File: config.mk
export PLATFORM = sky130hd
export DESIGN_NAME = wb_arbiter_2m
export DESIGN_NICKNAME = d
export VERILOG_FILES = /design/src/rtl/wb_arb_pkg.sv /design/src/rtl/wb_arb_watchdog.sv /design/src/rtl/wb_arbiter_2m.sv
export SDC_FILE = /design/constraint.sdc
export NUM_CORES = 1
export LEC_CHECK = 0
export ABC_AREA = 1
export BUFFER_PORTS_ARGS = -buffer_cell sky130_fd_sc_hd__buf_2
export CORE_AREA = 2 2 124 126
export CTS_BUF_LIST = sky130_fd_sc_hd__clkbuf_16
export DETAILED_ROUTE_END_ITERATION = 8
export DIE_AREA = 0 0 126 128
export GPL_TIMING_DRIVEN = 0
export PLACE_DENSITY = 0.53
export SLEW_MARGIN = 20
export SYNTH_ARGS = -nofsm -noshare
export SYNTH_HDL_FRONTEND = slang
export SYNTH_SLANG_ARGS = --single-unit
File: constraint.sdc
create_clock -name wb_clk_i -period 2.5 [get_ports wb_clk_i]
set_input_delay 0.25 -clock wb_clk_i [delete_from_list [all_inputs] [get_ports wb_clk_i]]
set_output_delay 0.25 -clock wb_clk_i [all_outputs]
set_load 0.005 [all_outputs]
File: src/rtl/wb_arb_pkg.sv
// Shared types for the two-master Wishbone arbiter.
package wb_arb_pkg;

  localparam int ARB_NUM_M = 2;

  typedef enum logic [1:0] {
    ARB_IDLE,
    ARB_OWN0,
    ARB_OWN1,
    ARB_ERRW
  } arb_state_t;

  typedef struct packed {
    logic [31:0] adr;
    logic [31:0] dat;
    logic [3:0]  sel;
    logic        we;
    logic        cyc;
    logic        stb;
  } wb_m2s_t;

endpackage

File: src/rtl/wb_arb_watchdog.sv
// Stall counter: fires on the TIMEOUT-th consecutive enabled cycle.
module wb_arb_watchdog #(
  parameter int TIMEOUT = 256,
  parameter int TO_W    = 9
) (
  input  logic clk,
  input  logic rst,
  input  logic en,
  input  logic clr,
  output logic expired
);

  localparam logic [TO_W-1:0] LIMIT = TO_W'(TIMEOUT - 1);

  logic [TO_W-1:0] count;

  always_ff @(posedge clk) begin
    if (rst || clr) begin
      count <= '0;
    end else if (en) begin
      count <= count + 1'b1;
    end
  end

  // count holds the number of stalled cycles before this one
  assign expired = en && !clr && (count == LIMIT);

endmodule

File: src/rtl/wb_arbiter_2m.sv
// Two-master round-robin Wishbone B4 classic arbiter with a stall watchdog.
module wb_arbiter_2m
  import wb_arb_pkg::*;
#(
  parameter int TIMEOUT = 256,
  parameter int TO_W    = 9
) (
  input  logic                 wb_clk_i,
  input  logic                 wb_rst_i,
  input  logic [31:0]          m0_adr_i,
  input  logic [31:0]          m1_adr_i,
  input  logic [31:0]          m0_dat_i,
  input  logic [31:0]          m1_dat_i,
  input  logic [3:0]           m0_sel_i,
  input  logic [3:0]           m1_sel_i,
  input  logic                 m0_we_i,
  input  logic                 m1_we_i,
  input  logic                 m0_cyc_i,
  input  logic                 m1_cyc_i,
  input  logic                 m0_stb_i,
  input  logic                 m1_stb_i,
  output logic [31:0]          m0_dat_o,
  output logic [31:0]          m1_dat_o,
  output logic                 m0_ack_o,
  output logic                 m1_ack_o,
  output logic                 m0_err_o,
  output logic                 m1_err_o,
  output logic [31:0]          s_adr_o,
  output logic [31:0]          s_dat_o,
  output logic [3:0]           s_sel_o,
  output logic                 s_we_o,
  output logic                 s_cyc_o,
  output logic                 s_stb_o,
  input  logic [31:0]          s_dat_i,
  input  logic                 s_ack_i,
  input  logic                 s_err_i,
  output logic [ARB_NUM_M-1:0] gnt_o,
  output logic                 timeout_o
);

  arb_state_t state;
  logic       last_served;
  wb_m2s_t    m0_req, m1_req, bus_req;
  logic       own0, own1;
  logic       wd_en, expired;

  assign m0_req = {m0_adr_i, m0_dat_i, m0_sel_i, m0_we_i, m0_cyc_i, m0_stb_i};
  assign m1_req = {m1_adr_i, m1_dat_i, m1_sel_i, m1_we_i, m1_cyc_i, m1_stb_i};

  always_comb begin
    bus_req = '0;
    case (state)
      ARB_OWN0: bus_req = m0_req;
      ARB_OWN1: bus_req = m1_req;
      default:  bus_req = '0;
    endcase
  end

  assign s_adr_o = bus_req.adr;
  assign s_dat_o = bus_req.dat;
  assign s_sel_o = bus_req.sel;
  assign s_we_o  = bus_req.we;
  assign s_cyc_o = bus_req.cyc;
  assign s_stb_o = bus_req.cyc & bus_req.stb;

  assign own0 = (state == ARB_OWN0);
  assign own1 = (state == ARB_OWN1);

  // A response in the same cycle as expiry suppresses it, since wd_en drops
  assign wd_en = s_stb_o & ~s_ack_i & ~s_err_i;

  generate
    if (TIMEOUT > 0) begin : g_wd
      wb_arb_watchdog #(
        .TIMEOUT(TIMEOUT),
        .TO_W   (TO_W)
      ) u_watchdog (
        .clk    (wb_clk_i),
        .rst    (wb_rst_i),
        .en     (wd_en),
        .clr    (~wd_en),
        .expired(expired)
      );
    end else begin : g_no_wd
      assign expired = 1'b0;
    end
  endgenerate

  assign timeout_o = expired;
  assign m0_ack_o  = own0 & s_ack_i;
  assign m1_ack_o  = own1 & s_ack_i;
  assign m0_err_o  = own0 & (s_err_i | expired);
  assign m1_err_o  = own1 & (s_err_i | expired);
  assign m0_dat_o  = own0 ? s_dat_i : 32'h0;
  assign m1_dat_o  = own1 ? s_dat_i : 32'h0;

  // Grant and ownership change only through IDLE, so every handover costs one cycle
  always_ff @(posedge wb_clk_i) begin
    if (wb_rst_i) begin
      state       <= ARB_IDLE;
      gnt_o       <= '0;
      last_served <= 1'b1;
    end else begin
      case (state)
        ARB_IDLE: begin
          if (m0_cyc_i && (!m1_cyc_i || last_served)) begin
            state <= ARB_OWN0;
            gnt_o <= 2'b01;
          end else if (m1_cyc_i) begin
            state <= ARB_OWN1;
            gnt_o <= 2'b10;
          end
        end
        ARB_OWN0: begin
          if (expired) begin
            state <= ARB_ERRW;
          end else if (!m0_cyc_i) begin
            state       <= ARB_IDLE;
            gnt_o       <= '0;
            last_served <= 1'b0;
          end
        end
        ARB_OWN1: begin
          if (expired) begin
            state <= ARB_ERRW;
          end else if (!m1_cyc_i) begin
            state       <= ARB_IDLE;
            gnt_o       <= '0;
            last_served <= 1'b1;
          end
        end
        ARB_ERRW: begin
          if ((gnt_o[0] && !m0_cyc_i) || (gnt_o[1] && !m1_cyc_i)) begin
            state       <= ARB_IDLE;
            gnt_o       <= '0;
            last_served <= gnt_o[1];
          end
        end
        default: begin
          state <= ARB_IDLE;
          gnt_o <= '0;
        end
      endcase
    end
  end

endmodule
---- After elaboration in Yosys (flattened, before gate mapping) ----
Cells that the tools add are included.
cells by class
  multiplexer cells ....................... 20
  bitwise gates (word level) .............. 11
  $add $sub $neg .......................... 1
  equal/unequal tests ..................... 12
  reduce and logical (&&, ||, !) cells .... 14
operators by type and width
  kind                 number
  $pmux 71 s2          1
  $mux 32              2
  $mux 2               9
  $pmux 2 s4           2
  $reduce_and 6->1     2
  $ne 2x2->1 const B   5
  $add 9x1->9 const B  1
  $eq 9x8->1 const B   1
  $and 1x1->1          7
  $ne 3x2->1 const B   2
  $mux 1               5
  $eq 2x2->1 const B   2
  $logic_and 1x1->1    4
  $reduce_and 4->1     1
  $logic_or 1x1->1     3
  $ne 3x3->1 const B   1
  $not 1->1            3
  $pmux 1 s3           1
  $reduce_bool 3->1    1
  $eq 2x1->1 const B   1
  $logic_not 1->1      2
  $logic_not 2->1      1
  $or 1x1->1           1
word-level totals
  bits of input ports ..................... 178
  word-level logic and storage cells ...... 62
  bits in registers ....................... 14

---- Logic depth before layout (Yosys ltp) ----
  depth after elaboration ................. 8
  mapped depth ............................ 11

---- Cells and area by module ----
From an unflattened synthesis, not the netlist that was laid out.
second synthesis, totals
  cells, all modules ...................... 510
  area, all modules ....................... 2517.4 um^2
modules (own cells, without submodules)
  module           cells each  sequential area each (um^2)  instances  area an instance (um^2)
  wb_arbiter_2m    449         100.1                        1          2044.5
  wb_arb_watchdog  61          180.2                        1          473.0

---- Worst setup path after synthesis ----
OpenSTA, ideal clock, no wires.
  path type ............................... register to output
  start point ............................. reg state[0]
  end point ............................... out s_adr_o[12]
  data required time ...................... 2.250 ns
  slack ................................... 0.872 ns
  arrival time ............................ 1.378 ns
  buffers on the path ..................... 2
  cell stages (with the launch flop) ...... 7
  cell sequence ........................... dfxtp_1 -> inv_1 -> ha_1 -> inv_2 -> buf_2 -> buf_1 -> a21oi_1
between the ends
  longest elaborated chain between the ends .. 2
  elaborated cells on any way between the ends .. 3
  classes of those cells .................. 2 x eq/ne; 1 x mux
ends and longest elaborated chain
  what                                      line                  source
  from (decl)                               wb_arbiter_2m.sv:41   arb_state_t state;
  from (signal assigned)                    wb_arbiter_2m.sv:100  state <= ARB_IDLE;
  from (signal assigned)                    wb_arbiter_2m.sv:107  state <= ARB_OWN0;
  from (signal assigned)                    wb_arbiter_2m.sv:110  state <= ARB_OWN1;
  $eq 2x2->1 or $eq 2x1->1 (tied branches)  wb_arbiter_2m.sv:52   case (state)
  $pmux 71 s2 *                             wb_arbiter_2m.sv:52
  to (decl)                                 wb_arbiter_2m.sv:28   output logic [31:0] s_adr_o,
Mark *: on every way between the ends. The rest lies on a longest branch, timed or not.

---- Worst setup path after layout ----
  start point ............................. reg state[0]
  end point ............................... out s_dat_o[11]
between the ends
  longest elaborated chain between the ends .. 2
  elaborated cells on any way between the ends .. 3
  classes of those cells .................. 2 x eq/ne; 1 x mux
ends and longest elaborated chain
  what                                      line                 source
  $eq 2x2->1 or $eq 2x1->1 (tied branches)  wb_arbiter_2m.sv:52
  $pmux 71 s2 *                             wb_arbiter_2m.sv:52
  to (decl)                                 wb_arbiter_2m.sv:29  output logic [31:0] s_dat_o,
Marked as above.

==> flow_summary_export.csv <==
group,metric,value,unit
run_status,status,"finished, final reports clean",
job,maxCapViolCount,0,
setup_path,start_kind,"register",
power_and_ir_drop,power_switching_share,56.20,%
drt,drt-total-wl,13.75,mm
power_and_ir_drop,power_frac_comb,81.7,%
layout,drive_gt1_share,43.48,%
drt,vias,4023,
timing,clock_skew,0.0007204,ns
placement,dpl-instance-area,0.004135,sq mm
die,die_x,126,um
setup_path,required,2.25,ns
logic_synthesis,yosysSeqAreaShare,12.17,%
setup_path,worst-setup-path-type,"reg -> out",
clock_network,post_cts_buffers,0,
setup_path,crit_fanout,10,
timing,timing_max_transition_violations_final,0,
timing,timing.final.crit_period,2.290,ns
logic_synthesis,synth_area,0.002303,sq mm
power_and_ir_drop,power,0.003262,W
logic_synthesis,syn-num-nets,667,
logic_synthesis,ys_top_cells_by_area,"nand2_1 37%, a21oi_1 16%, inv_1 14%",
setup_path,cp_data_arrival_time,2.04,ns
clock_network,clockBufferDepth,2,
logic_synthesis,syn-instance-count,482,
power_and_ir_drop,ir_worst_vdd,0.0003962,V
power_and_ir_drop,internal_power,0.001429,W
timing,rsz0062_at_grt,"no",
die,start_util,15.50,%
die,io_pins,320,
drt,drc_errors,0,
timing,tightest_slew,0.6719,ns
power_and_ir_drop,seqPwrFrac,8.6,%
clock_network,clk_pin_slew,0.05,ns
timing,finalSetupViolCount,0,
layout,area_growth,83.32,%
clock_network,h-tree-depth,1,
drt,final_antenna_net_count,0,
placement,gp_congestion,0.8278,
placement,dpl.hpwl,11.60,mm
logic_synthesis,synth-seq-cells,14,
timing,fin_tns_setup,0,ns
placement,portBuffers,319,
logic_synthesis,synth_cell_types,24,
timing,fmax,0.4366,GHz
layout,layout_common_cells,"334 x buf_2, 226 x nand2_1, 84 x inv_1",
power_and_ir_drop,leakage,2.849,nW
clock_network,cts_sinks,14,
clock_network,root_buffer,"clkbuf_16",
layout,layout.nets,991,
global_route,grt_pass1_wl,19.80,mm
logic_synthesis,ys_warn_count,0,
logic_synthesis,synth_top_area_share,36.83,%
logic_synthesis,synth_largest_area_cell,"nand2_1",
clock_network,numCtsBuffers,3,
timing,hold_viol_final,0,
power_and_ir_drop,p_switching,0.001833,W
clock_network,cts_tree,"done",
layout,fin_area,0.004223,sq mm
timing,slew_headroom,55.20,%
setup_path,worstSetupEndpointType,"output port",
drt,wire_per_inst,13.82,um
power_and_ir_drop,pwr-share-clk,9.7,%
drt,vias_per_cell,4.043,
timing,fin_crit_sh,91.61,%
clock_network,clk_latency,0.25,ns
global_route,grt_overflow,0,
global_route,grt_pass1_vias,3624,
global_route,grt_start_max_net_pins,11,
die,die-area,0.01613,sq mm
die,core,0.01486,sq mm
die,die_h,128,um
power_and_ir_drop,power_density,772.5,mW/mm^2
logic_synthesis,syn_area_per_cell,4.779,sq um
global_route,grtUsageTotal,15.44,%
global_route,antenna_found_initial,4,
die,rows,45,
layout,layout_commonest_cell,"buf_2",
worst_hold_path,hold_class,"in -> reg",
drt,drt_iter0_drc,184,
drt,firstDrtPassIters,4,
-- power by group through the flow --
| stage | clock [W] | sequential, W | combinational (W) |
|---|---|---|---|
| after floorplan | 0 | 0.000282 | 0.00146 |
| after global placement | 0 | 0.000287 | 0.00271 |
| after detailed placement | 0 | 0.000285 | 0.00269 |
| after CTS | 0.000322 | 0.000281 | 0.00270 |
| after global routing | 0.000334 | 0.000284 | 0.00299 |
| final | 0.000317 | 0.000281 | 0.00266 |
-- cell type report --
class / instances / area (sq um)
Timing Repair Buffer: 319 / 1597
Clock inverter: 1 / 3.754
Buffer: 31 / 147.6
Tap cell: 188 / 235.2
Multi-Input combinational cell: 351 / 1556
Sequential cell: 14 / 280.3
Antenna cell: 2 / 5.005
Fill cell: 1760 / 10640
Inverter: 86 / 322.8
Clock buffer: 3 / 75.07
-- sequential cells by signal (all words and copies together) (netlist names) --
name,flops
state,2
gnt_o,2
g_wd.u_watchdog.count,9
last_served,1
-- per-stage QoR --
stage	util, %	hold slack [ns]	cells	setup WS (ns)
4_1_cts	28.35	0.2017	993	0.008638
3_3_place_gp	27.82	0.4353	989	0.2855
6_report	28.41	0.2091	995	0.2098
2_1_floorplan	-	0.3191	482	0.8718
5_1_grt	28.41	0.2328	995	0.02710
3_5_place_dp	27.82	0.4415	989	0.2905
-- synth_stat cells --
master	instances
xor2_1	3
nand3_1	8
nor2b_1	2
a21boi_1	2
ha_1	7
nand3_2	2
nor2_4	1
buf_4	2
dfxtp_1	14
nor2_2	1
o211ai_1	1
a21oi_1	74
nor3_1	2
nand2_2	2
clkbuf_1	12
buf_1	1
nor2_1	16
inv_1	84
inv_2	2
nand4_1	1
nor3b_2	1
o21ai_0	2
buf_2	16
nand2_1	226
-- timing repair --
action                     4_1_cts  5_1_grt
hold buffers                     0        0
resized for setup                0        3
setup endpoints to repair        0       13
-- cell families (layout without fill, tap and decap cells) --
group	count (synthesis)	count (layout)	synth area share (%)
AND/OR/NAND/NOR	262	262	45.14
buffers and inverters	117	440	20.26
XOR/XNOR	3	3	1.141
flip-flops	14	14	12.17
other	0	2	0
AO/OA/AOI/OAI	79	79	17.49
adder cells (fa/ha/maj)	7	7	3.802
-- final timing paths --
check	start	to	slack [ns]	cells past startpoint
setup / recovery	state[0]	s_dat_o[11]	0.21	7
hold / removal	wb_rst_i	gnt_o[0]	0.21	2
hold reg to reg	g_wd.u_watchdog.count[0]	g_wd.u_watchdog.count[0]	0.45	1
setup reg to reg	g_wd.u_watchdog.count[0]	state[1]	0.82	10
-- routing by layer --
metal,track usage [%],wire (um),part of all wire (%)
met5,0,27,0.20
met1,20.18,5847,43
met4,4.719,309,2.2
met3,2.922,1005,7.3
met2,25.81,6560,48
-- worst max-delay path, stage by stage (launching register included) --
cell and delay (ns):
dfxtp_1 0.32, inv_1 0.12, ha_1 0.16, buf_4 0.17
clkbuf_1 0.48, nand2_1 0.13, a21oi_1 0.24, buf_2 0.16
(Power assumes the default switching activity.)
